[src/rtl/riscv_ras_stack.sv]
// riscv_ras_stack: return-address stack storage with checkpoint/restore for control speculation
// Ports: i_clk/i_rst_n clock and async active-low reset; i_push/i_pop/i_pop_then_push stack
// strobes; i_ret_addr address to store; i_ckpt_save/i_ckpt_restore pointer snapshot control;
// o_top_valid/o_top_addr predicted return target; o_ras_addr zero-extended occupancy;
// o_overflow/o_underflow one-cycle error pulses.
// Build option RAS_OVERFLOW_WRAP_EN: a push while full overwrites the oldest entry circularly.
module riscv_ras_stack #(
  parameter int ADDR_WIDTH = 64,
  parameter int RAS_DEPTH  = 16
) (
  input  logic                  i_clk,
  input  logic                  i_rst_n,
  input  logic                  i_push,
  input  logic                  i_pop,
  input  logic                  i_pop_then_push,
  input  logic [ADDR_WIDTH-1:0] i_ret_addr,
  input  logic                  i_ckpt_save,
  input  logic                  i_ckpt_restore,
  output logic                  o_top_valid,
  output logic [ADDR_WIDTH-1:0] o_top_addr,
  output logic [ADDR_WIDTH-1:0] o_ras_addr,
  output logic                  o_overflow,
  output logic                  o_underflow
);
  localparam int PW = $clog2(RAS_DEPTH);
  localparam int CW = PW + 1;
`ifdef RAS_OVERFLOW_WRAP_EN
  localparam bit WRAP = 1'b1;
`else
  localparam bit WRAP = 1'b0;
`endif
  logic [ADDR_WIDTH-1:0] mem [RAS_DEPTH];
  logic [PW-1:0] ptr, ckpt_ptr, top_idx, ptr_nx;
  logic [CW-1:0] cnt, ckpt_cnt, cnt_nx;
  logic empty, full, do_push, do_rep, do_pop, wr_push;
  assign empty   = cnt == '0;
  assign full    = cnt == CW'(RAS_DEPTH);
  assign top_idx = ptr - 1'b1;
  // pop-then-push on an empty stack degrades to a plain push
  assign do_push = !i_ckpt_restore && (i_pop_then_push ? empty : i_push);
  assign do_rep  = !i_ckpt_restore && i_pop_then_push && !empty;
  assign do_pop  = !i_ckpt_restore && !i_pop_then_push && !i_push && i_pop;
  assign wr_push = do_push && (!full || WRAP);
  always_comb begin
    ptr_nx = i_ckpt_restore ? ckpt_ptr : wr_push ? ptr + 1'b1 : (do_pop && !empty) ? ptr - 1'b1 : ptr;
    cnt_nx = i_ckpt_restore ? ckpt_cnt : (do_push && !full) ? cnt + 1'b1 : (do_pop && !empty) ? cnt - 1'b1 : cnt;
  end
  always_ff @(posedge i_clk or negedge i_rst_n)
    if (!i_rst_n) begin
      ptr         <= '0;
      cnt         <= '0;
      ckpt_ptr    <= '0;
      ckpt_cnt    <= '0;
      o_overflow  <= 1'b0;
      o_underflow <= 1'b0;
    end else begin
      ptr         <= ptr_nx;
      cnt         <= cnt_nx;
      o_overflow  <= do_push && full;
      o_underflow <= do_pop && empty;
      if (i_ckpt_save && !i_ckpt_restore) begin
        ckpt_ptr <= ptr;
        ckpt_cnt <= cnt;
      end
    end
  always_ff @(posedge i_clk)
    if (wr_push) mem[ptr] <= i_ret_addr;
    else if (do_rep) mem[top_idx] <= i_ret_addr;
  assign o_top_valid = !empty;
  assign o_top_addr  = empty ? '0 : mem[top_idx];
  assign o_ras_addr  = ADDR_WIDTH'(cnt);
endmodule

[config.mk]
export PLATFORM = sky130hd
export DESIGN_NAME = riscv_ras_stack
export DESIGN_NICKNAME = d
export VERILOG_FILES = /design/src/rtl/riscv_ras_stack.sv
export SDC_FILE = /design/constraint.sdc
export NUM_CORES = 1
export LEC_CHECK = 0
export CAP_MARGIN = 15
export CORE_ASPECT_RATIO = 0.75
export CORE_UTILIZATION = 40
export DETAILED_ROUTE_END_ITERATION = 7
export PLACE_DENSITY_LB_ADDON = 0.25
export SLEW_MARGIN = 20
export SYNTH_ARGS = -nofsm -noshare
export SYNTH_HDL_FRONTEND = slang
export SYNTH_SLANG_ARGS = --single-unit
[constraint.sdc]
create_clock -name i_clk -period 10.6 [get_ports i_clk]
set_input_delay 2.12 -clock i_clk [delete_from_list [all_inputs] [get_ports i_clk]]
set_output_delay 2.12 -clock i_clk [all_outputs]
set_load 0.02 [all_outputs]
# Word-level counts from Yosys, hierarchy flattened
# Memory sizes are Yosys's and may differ from the RTL's.
# Index checks and enable logic that the tools add are counted.
dict set report totals {
  register_bits 20
  ramBits 1024
  in_bits 71
  out_inout_bits 131
  wordCells 47
  n_memories 1
}
# memory depth width rd rd_ports_with_merged_regs write_ports line_no
set mem_list {}
lappend mem_list {mem 16 64 1 0 1 32} ;# logic [ADDR_WIDTH-1:0] mem [RAS_DEPTH];
dict set report op_classes {
  n_addsub 4
  eq_ne 1
  n_mux 16
  reduce_logical 19
}
# cell count
set ops {}
lappend ops {{$mux W64} 2}
lappend ops {{$reduce_or A64 Y1} 1}
lappend ops {{$mux W4} 4}
lappend ops {{$mux W5} 3}
lappend ops {{$logic_and A1 B1 Y1} 11}
lappend ops {{$mux W1} 7}
lappend ops {{$add A5 B1 Y5 const B} 1}
lappend ops {{$eq A5 B5 Y1 const B} 1}
lappend ops {{$logic_not A1 Y1} 5}
lappend ops {{$logic_not A5 Y1} 1}
lappend ops {{$sub A5 B1 Y5 const B} 1}
lappend ops {{$add A4 B1 Y4 const B} 1}
lappend ops {{$sub A4 B1 Y4 const B} 1}
lappend ops {{$reduce_bool A3 Y1} 1}

# Logic depth before layout (Yosys ltp)
# Gate-level depths: netlist of the first run.
dict set report depth {
  word_depth 8
  ltp_mapped 12
  ltp_nobuf 10
}

# Worst setup path after synthesis of the first run
# Ideal clock, no wire load.
dict set report synth_timing {
  path_kind {in2reg}
  from {input i_pop_then_push}
  to {memory mem[1][0] (enable)}
  setup_ps 565
  t_arrival_ps 7432
  required_time_ps 10035
  setup_slack_ps 2603
  path_stages 4
  path_buffers 0
  path_cell_list {nor2b_1 a21boi_0 a31oi_1 nor3_1}
}
dict set report synth_via {
  elab_chain_cells 7
  elab_cells_between_ends 13
  classes_between {8 x mux; 5 x reduce/logical}
}
# item line_no
set synth_lines {}
lappend synth_lines {{start, declared} 15} ;# input logic i_pop_then_push,
lappend synth_lines {{$logic_and A1 B1 Y1 or $mux W1 (tied branches)} {41, 40}}
lappend synth_lines {{$logic_and A1 B1 Y1 (on tied branches)} {41, 40}}
lappend synth_lines {{$mux W1 or $logic_and A1 B1 Y1 (tied branches)} {68, 43}}
lappend synth_lines {{$mux W1} 67} ;# if (wr_push) mem[ptr] <= i_ret_addr;
lappend synth_lines {{$mux W1 (not written as such)} 68} ;# else if (do_rep) mem[top_idx] <= i_ret_addr;
lappend synth_lines {{$reduce_or A64 Y1 (no source line)} n/a}
lappend synth_lines {{$mux W4 (no source line) or $mux W1 (tied branches)} n/a}
lappend synth_lines {{end, declared} 32}
# Parallel ways exist; a longest one is shown, timed or not.

# Worst setup path after layout of the first run
dict set report layout_timing {
  from {register ptr[0]}
  to {output o_top_addr[5]}
}
dict set report layout_via {
  elab_chain_cells 3
}
# item line_no
set layout_lines {}
lappend layout_lines {{start, declared} 33} ;# logic [PW-1:0] ptr, ckpt_ptr, top_idx, ptr_nx;
lappend layout_lines {{start signal, assigned} 57} ;# ptr <= ptr_nx;
lappend layout_lines {{$sub A4 B1 Y4} 38} ;# assign top_idx = ptr - 1'b1;
lappend layout_lines {{$mem_v2 Z16 W64} n/a}
lappend layout_lines {{$mux W64} 70} ;# assign o_top_addr = empty ? '0 : mem[top_idx];
lappend layout_lines {{end, declared} 20} ;# output logic [ADDR_WIDTH-1:0] o_top_addr,
# No other way between the ends.

==> results of run 1 <==
[cell families after synthesis]
family / synth area share (%)
AND/OR/NAND/NOR: 1.763
other: 0.009158
XOR/XNOR: 0.1895
flip-flops: 76.31
buffers and inverters: 2.631
multiplexers: 15.83
adder cells (fa/ha/maj): 0.2017
AO/OA/AOI/OAI: 3.059
[worst max path at each step]
stage | from | endpoint | slack (ns)
floorplan | i_pop_then_push | mem[1][0] | 2.60
global placement | ptr[0] | o_top_addr[5] | 3.55
detailed placement | ptr[0] | o_top_addr[5] | 3.56
CTS | ptr[0] | o_top_addr[5] | 2.83
global route | ptr[0] | o_top_addr[5] | 2.66
finish | ptr[0] | o_top_addr[5] | 2.99
[registers in the layout (all words and copies together) (netlist names)]
register     cells
ckpt_cnt         5
ckpt_ptr         4
cnt              5
mem           1024
o_overflow       1
o_underflow      1
ptr              4
[area by class of cell]
| class | instances | share of cell area (%) |
|---|---|---|
| sequential | 1044 | 66.42 |
| multi-input combinational | 698 | 19.13 |
| clock buffer | 127 | 5.760 |
| timing repair buffer | 178 | 3.683 |
| tap | 1339 | 3.561 |
| clock inverter | 61 | 1.377 |
| inverter | 9 | 0.07180 |
[stage by stage]
step | setup WS, ns | power (uW) | hold slack (ns) | utilization [%]
after floorplan | 2.603 | 8184 | 0.4446 | -
after global placement | 3.545 | 9949 | 0.4572 | 43.09
after detailed placement | 3.561 | 9979 | 0.4835 | 43.11
after CTS | 2.833 | 13630 | 0.4968 | 46.42
after global routing | 2.665 | 14050 | 0.5130 | 46.43
final | 2.992 | 13440 | 0.5011 | 46.43
[layer usage]
| metal | up-vias | global-route usage, % | routed length, um |
|---|---|---|---|
| met5 | - | 0 | 59 |
| met4 | 10 | 3.552 | 1583 |
| met3 | 140 | 3.551 | 5238 |
| met2 | 487 | 27.43 | 42130 |
| met1 | 10100 | 25.52 | 40750 |
| li1 | 8077 | - | - |
[critical path, delay by kind of cell, from the launching register on]
kind	cells	cell delay, ns
AND/OR/NAND/NOR	1	0.19
adder cells (fa/ha/maj)	1	0.90
buffers and inverters	3	1.69
flip-flops	1	0.66
AO/OA/AOI/OAI	2	0.98
multiplexers	1	0.34
[Yosys cell counts, types with 4 or more instances]
cell type | number | area, sq um
sky130_fd_sc_hd__ha_1 | 5 | 62.56
sky130_fd_sc_hd__edfxtp_1 | 1024 | 30750
sky130_fd_sc_hd__nor2_1 | 24 | 90.09
sky130_fd_sc_hd__o21ai_0 | 11 | 55.05
sky130_fd_sc_hd__mux4_2 | 256 | 5766
sky130_fd_sc_hd__mux2i_1 | 65 | 650.6
sky130_fd_sc_hd__xor2_1 | 6 | 52.55
sky130_fd_sc_hd__nand2_1 | 14 | 52.55
sky130_fd_sc_hd__buf_2 | 36 | 180.2
sky130_fd_sc_hd__buf_4 | 74 | 555.5
sky130_fd_sc_hd__nor2b_1 | 66 | 412.9
sky130_fd_sc_hd__buf_6 | 8 | 90.09
sky130_fd_sc_hd__a211oi_1 | 128 | 960.9
sky130_fd_sc_hd__a31oi_1 | 4 | 25.02
sky130_fd_sc_hd__mux2_2 | 5 | 56.30
sky130_fd_sc_hd__a21oi_1 | 8 | 40.04
sky130_fd_sc_hd__dfrtp_1 | 20 | 500.5
sky130_fd_sc_hd__clkbuf_1 | 50 | 187.7
sky130_fd_sc_hd__inv_1 | 9 | 33.78
sky130_fd_sc_hd__nor3_1 | 8 | 40.04
[power groups by stage]
| stage | logic, uW | clock network (uW) | registers [uW] |
|---|---|---|---|
| after floorplan | 3120 | 0 | 5060 |
| after global placement | 4880 | 0 | 5070 |
| after detailed placement | 4890 | 0 | 5090 |
| after CTS | 4920 | 3710 | 5000 |
| after global routing | 5160 | 3870 | 5020 |
| final | 4810 | 3640 | 5000 |
[placed cells by master, fill, tap and decap left out, drive strengths merged, types with 3 or more instances in the layout]
cell type      count
a211oi           129
a21o               3
a21oi              8
a31oi              4
buf               36
bufinv            13
clkbuf           127
clkdlybuf4s50    142
clkinv            40
clkinvlp           5
conb              59
dfrtp             20
edfxtp          1024
ha                 5
inv               12
mux2               6
mux2i             65
mux4             256
nand2             14
nand3              3
nor2              24
nor2b             66
nor3              10
o211ai             3
o21ai             12
o22ai              3
xor2               7
==> flow_summary.yaml, run 1 <==
final_layout:
  area_occupied_by_multi_input_gates_sq_um: 9000
  num_antenna_cells: 0
  fillers: 8340
  synthToLayoutAreaGrowth_pct: 14.91
  final_net_count: 2110
  instances_no_fill: 3456
  layout.cell_area.non_filler_sq_um: 47050
  drive_above_1_share_pct: 21.82
  layout.area.seq_sq_um: 31250
drt:
  detailedRoute.firstPassIterationCount: 5
  wl_per_cell_um: 25.97
  final_antenna_net_count: 0
  drt-vias-per-instance: 5.444
  vias: 18820
  post-route-drc-count: 0
  initialDrtViolationCount: 1534
  wl_um: 89760
setup_path:
  critical_path.endpoint_type: "primary output"
  cp_data_arrival_time_ns: 5.49
  worstSetupPathType: "register to primary output"
  critical_path.max_fanout: 53
  r2r_end: "mem[9][32]"
  critPathLaunchType: "register"
  crit_slowest_cell: "sky130_fd_sc_hd__ha_4"
  reg2reg_from: "ptr[0]"
  rrSetupSlack_ns: 5.22
  timing.reg2reg.worst_path_depth: 8
  critPathRequiredTime_ns: 8.48
  path_cells: "inv_1 -> ha_4 -> buf_4 -> mux4_2 -> nor2b_1 -> a211oi_1 -> a211oi_1 -> clkdlybuf4s50_1"
  crit_path_max_incr_delay_ns: 0.90
  cp_most_frequent_cell: "sky130_fd_sc_hd__a211oi_1"
global_route:
  grt_max_degree: 129
  overflow: 0
  first_global_vias: 19640
  antenna_found_initial: 7
  globalRouteTotalUtil_pct: 17.52
  grt_first_pass_wirelength_um: 132400
power:
  net_sw_share_pct: 32.55
  sw_power_uw: 4374
  power.share.sequential_pct: 37.2
  max-vdd-ir-drop_v: 0.0003233
  power_density_of_the_placed_cells_nw_per_um2: 285.6
  cellLeakagePower_uw: 0.01470
  internal-power_uw: 9064
  power.share.combinational_pct: 35.8
  p_clk_share_pct: 27.1
min_path:
  min_to: "ckpt_cnt[1]"
  timing.hold.worst.class: "register to register"
  hold_path_startpoint: "ckpt_cnt[1]"
  worstHoldPathCells: 2
cts:
  post_cts.repair.setup_buffers: 0
  cts_hold_buf: 0
  clockBufferDepth: 3
  cts_inserted_buffers: 102
  worst_skew_pair.late_latency_ns: 0.68
  cts.htree.levels: 3
  path_clk_slew_ns: 0.06
  cts_num_sinks: 1044
  clock-root-buffer: "sky130_fd_sc_hd__clkbuf_16"
  post_cts_resize_count: 0
  cts_tree: "yes"
timing:
  max_slew.worst_pin.slew_ns: 1.129
  tns_ns: 0
  slew_headroom_pct: 24.53
  achievable-frequency_mhz: 131.4
  finalSetupViolCount: 0
  unrepaired_setup_endpoints_after_global_routing: "false"
  layout_min_cycle_time_ns: 7.608
  skew_ns: 0.01980
  final_max_slew_viol_count: 0
  final.period_utilization_pct: 71.77
  hold_violations: 0
synthesis:
  yosys_register_bits: 1044
  average_cell_area_after_synthesis_sq_um: 21.98
  synthDistinctLibCells: 49
  fraction_of_registers_with_async_set_reset_pct: 1.916
  yosys_warnings: 0
  dominantRegCellSynth: "sky130_fd_sc_hd__edfxtp_1"
  synth_enable_flop_cells: 1024
  netlist_area_sq_um: 40950
  synth-seq-area-share_pct: 76.31
  syn-instance-count: 1863
floorplanning:
  die_area_sq_um: 103700
  die-height_um: 279.1
  die_width_um: 371.5
  initial_utilization_pct: 40.40
  io_pins: 202
  design.core.area_sq_um: 101400
  floorplan_row_count: 101
flow_run:
  drv.max_cap_violation_count: 0
placed_design:
  buffer_ports.inserted: 142
  gp_congestion: 0.7151
  placed_wire_length_estimate_um: 45700
  numPlacedInstances: 3268
  dpl_cell_area_sq_um: 43690
outcome:
  outcome: "complete, no violations"
Power figures use the tool's default switching activity.
==> inputs of run 2 (changes only) <==
==> constraint.sdc (replaced) <==
create_clock -name i_clk -period 6.87 [get_ports i_clk]
set_input_delay 1.374 -clock i_clk [delete_from_list [all_inputs] [get_ports i_clk]]
set_output_delay 1.374 -clock i_clk [all_outputs]
set_load 0.02 [all_outputs]
==> run 2 against run 1 <==
- register-to-register slack lost 3.0 ns
- core utilization rose by 0.33 points
- sequential share of layout area is 0.47 points lower
- critical path type unchanged
- highest routed layer unchanged
==> flow_summary.yaml, run 2 (synthesis results as in run 1) <==
cts:
  cts_hold_buf: 0
  clock-root-buffer: "sky130_fd_sc_hd__clkbuf_16"
  post_cts.repair.setup_buffers: 0
  worst_skew_pair.late_latency_ns: 0.67
  cts_inserted_buffers: 102
  post_cts_resize_count: 0
  cts_tree: "yes"
  cts_num_sinks: 1044
  cts.htree.levels: 3
  path_clk_slew_ns: 0.06
  clockBufferDepth: 3
power:
  power.share.sequential_pct: 37.1
  cellLeakagePower_uw: 0.01487
  net_sw_share_pct: 32.34
  power.share.combinational_pct: 35.9
  sw_power_uw: 6726
  max-vdd-ir-drop_v: 0.0003281
  power_density_of_the_placed_cells_nw_per_um2: 438.9
  internal-power_uw: 14070
  p_clk_share_pct: 27.1
timing:
  slew_headroom_pct: 26.56
  finalSetupViolCount: 0
  max_slew.worst_pin.slew_ns: 1.099
  skew_ns: 0.02848
  unrepaired_setup_endpoints_after_global_routing: "false"
  worst_setup_slack_after_layout_ns: 0.7731
  final.period_utilization_pct: 88.75
  achievable-frequency_mhz: 164.0
  tns_ns: 0
  hold_violations: 0
  layout_min_cycle_time_ns: 6.097
  final_max_slew_viol_count: 0
final_layout:
  most_common_cell_after_layout_fill_and_taps_aside: "sky130_fd_sc_hd__edfxtp_1"
  drive_above_1_share_pct: 22.55
  num_antenna_cells: 0
  largest_reg_flops: 1024
  synthToLayoutAreaGrowth_pct: 15.73
  largest-register: "mem"
  layout.cell_area.non_filler_sq_um: 47390
  layout_top_registers: "mem x1024, ckpt_cnt x5, cnt x5"
  most_used_cells_in_the_layout_excluding_fill_and_tap_cells: "sky130_fd_sc_hd__edfxtp_1 (1024), sky130_fd_sc_hd__mux4_2 (256), sky130_fd_sc_hd__clkdlybuf4s50_1 (142)"
  final_net_count: 2123
setup_path:
  cp_most_frequent_cell: "sky130_fd_sc_hd__a211oi_1"
  worstPathBufferInverterCount: 3
  critical_path.endpoint_type: "primary output"
  worstSetupPathType: "register to primary output"
  critPathLaunchType: "register"
  crit_path_max_incr_delay_ns: 0.74
  cp_data_arrival_time_ns: 4.72
  path_cells: "inv_1 -> ha_4 -> buf_4 -> mux4_2 -> nor2b_1 -> a211oi_1 -> a211oi_1 -> clkdlybuf4s50_1"
  crit_slowest_cell: "sky130_fd_sc_hd__dfrtp_4"
  cp_top_family: "buffers and inverters"
  critical_path.max_fanout: 52
  critPathRequiredTime_ns: 5.50
flow_run:
  drv.max_cap_violation_count: 0
floorplanning:
  die_area_sq_um: 103700
  die-height_um: 279.1
  initial_utilization_pct: 40.40
  floorplan_row_count: 101
  design.core.area_sq_um: 101400
  die_width_um: 371.5
  io_pins: 202
drt:
  drt-vias-per-instance: 5.480
  wl_um: 92390
  vias: 19010
  final_antenna_net_count: 0
  post-route-drc-count: 0
  detailedRoute.firstPassIterationCount: 5
  wl_per_cell_um: 26.64
  initialDrtViolationCount: 1739
global_route:
  overflow: 0
  first_global_vias: 19720
  globalRouteTotalUtil_pct: 17.95
  grt_first_pass_wirelength_um: 135000
  antenna_found_initial: 4
  grt_max_degree: 115
placed_design:
  placed_wire_length_estimate_um: 46650
  place_worst_setup_slack_ns: 1.352
  buffer_ports.inserted: 142
  gp_congestion: 0.7091
  dpl_cell_area_sq_um: 44020
min_path:
  timing.hold.worst.class: "register to register"
outcome:
  outcome: "complete, no violations"
-- run 2: final timing paths --
path	start	to	cells past startpoint	slack [ns]
worst min register to register	ckpt_cnt[4]	ckpt_cnt[4]	2	0.50
worst max-delay path	ptr[0]	o_top_addr[13]	8	0.77
max in group asynchronous	i_rst_n	ptr[0]	1	4.88
worst max register to register	ptr[0]	mem[9][36]	6	2.21
worst min-delay path	ckpt_cnt[4]	ckpt_cnt[4]	2	0.50
min in group asynchronous	i_rst_n	o_underflow	1	1.25
-- run 2: layout make-up --
type	count	area (sq um)
Clock buffer	120	2641
Clock inverter	67	730.7
Fill cell	8323	53960
Inverter	9	33.78
Multi-Input combinational cell	698	9025
Sequential cell	1044	31250
Tap cell	1339	1675
Timing Repair Buffer	191	2029
-- run 2: per-stage QoR --
stage | util [%] | instances | hold slack, ns | power [uW]
5_1_grt | 46.76 | 3468 | 0.5159 | 21680
6_report | 46.76 | 3468 | 0.4980 | 20800
2_1_floorplan | - | 1921 | 0.4446 | 12620
3_5_place_dp | 43.43 | 3281 | 0.4823 | 15460
3_3_place_gp | 43.40 | 3279 | 0.4553 | 15380
4_1_cts | 46.76 | 3468 | 0.4964 | 21100
-- run 2: power by group through the flow --
stage                     Combinational (uW)  Clock [uW]  Sequential (uW)
after floorplan                         4830           0             7800
after global placement                  7560           0             7820
after detailed placement                7610           0             7850
after CTS                               7640        5750             7710
after global routing                    7950        5970             7750
final                                   7460        5630             7710
-- run 2: per-layer routing --
layer	track usage [%]	up-vias	share of wire, %
met5	0	-	0.035
met4	3.615	6	1.6
met3	2.885	120	5.0
met2	28.62	512	48
met1	26.20	10260	45
li1	-	8109	-
-- run 2: worst reg2reg max path, delay by kind of cell, from the launching register on --
family                     cells  cell delay (ns)
AOI/OAI and AO/OA              1             0.55
adders and majority gates      1             0.68
DFF                            1             0.74
and+or+nand+nor                1             0.82
buffers and inverters          3             1.45
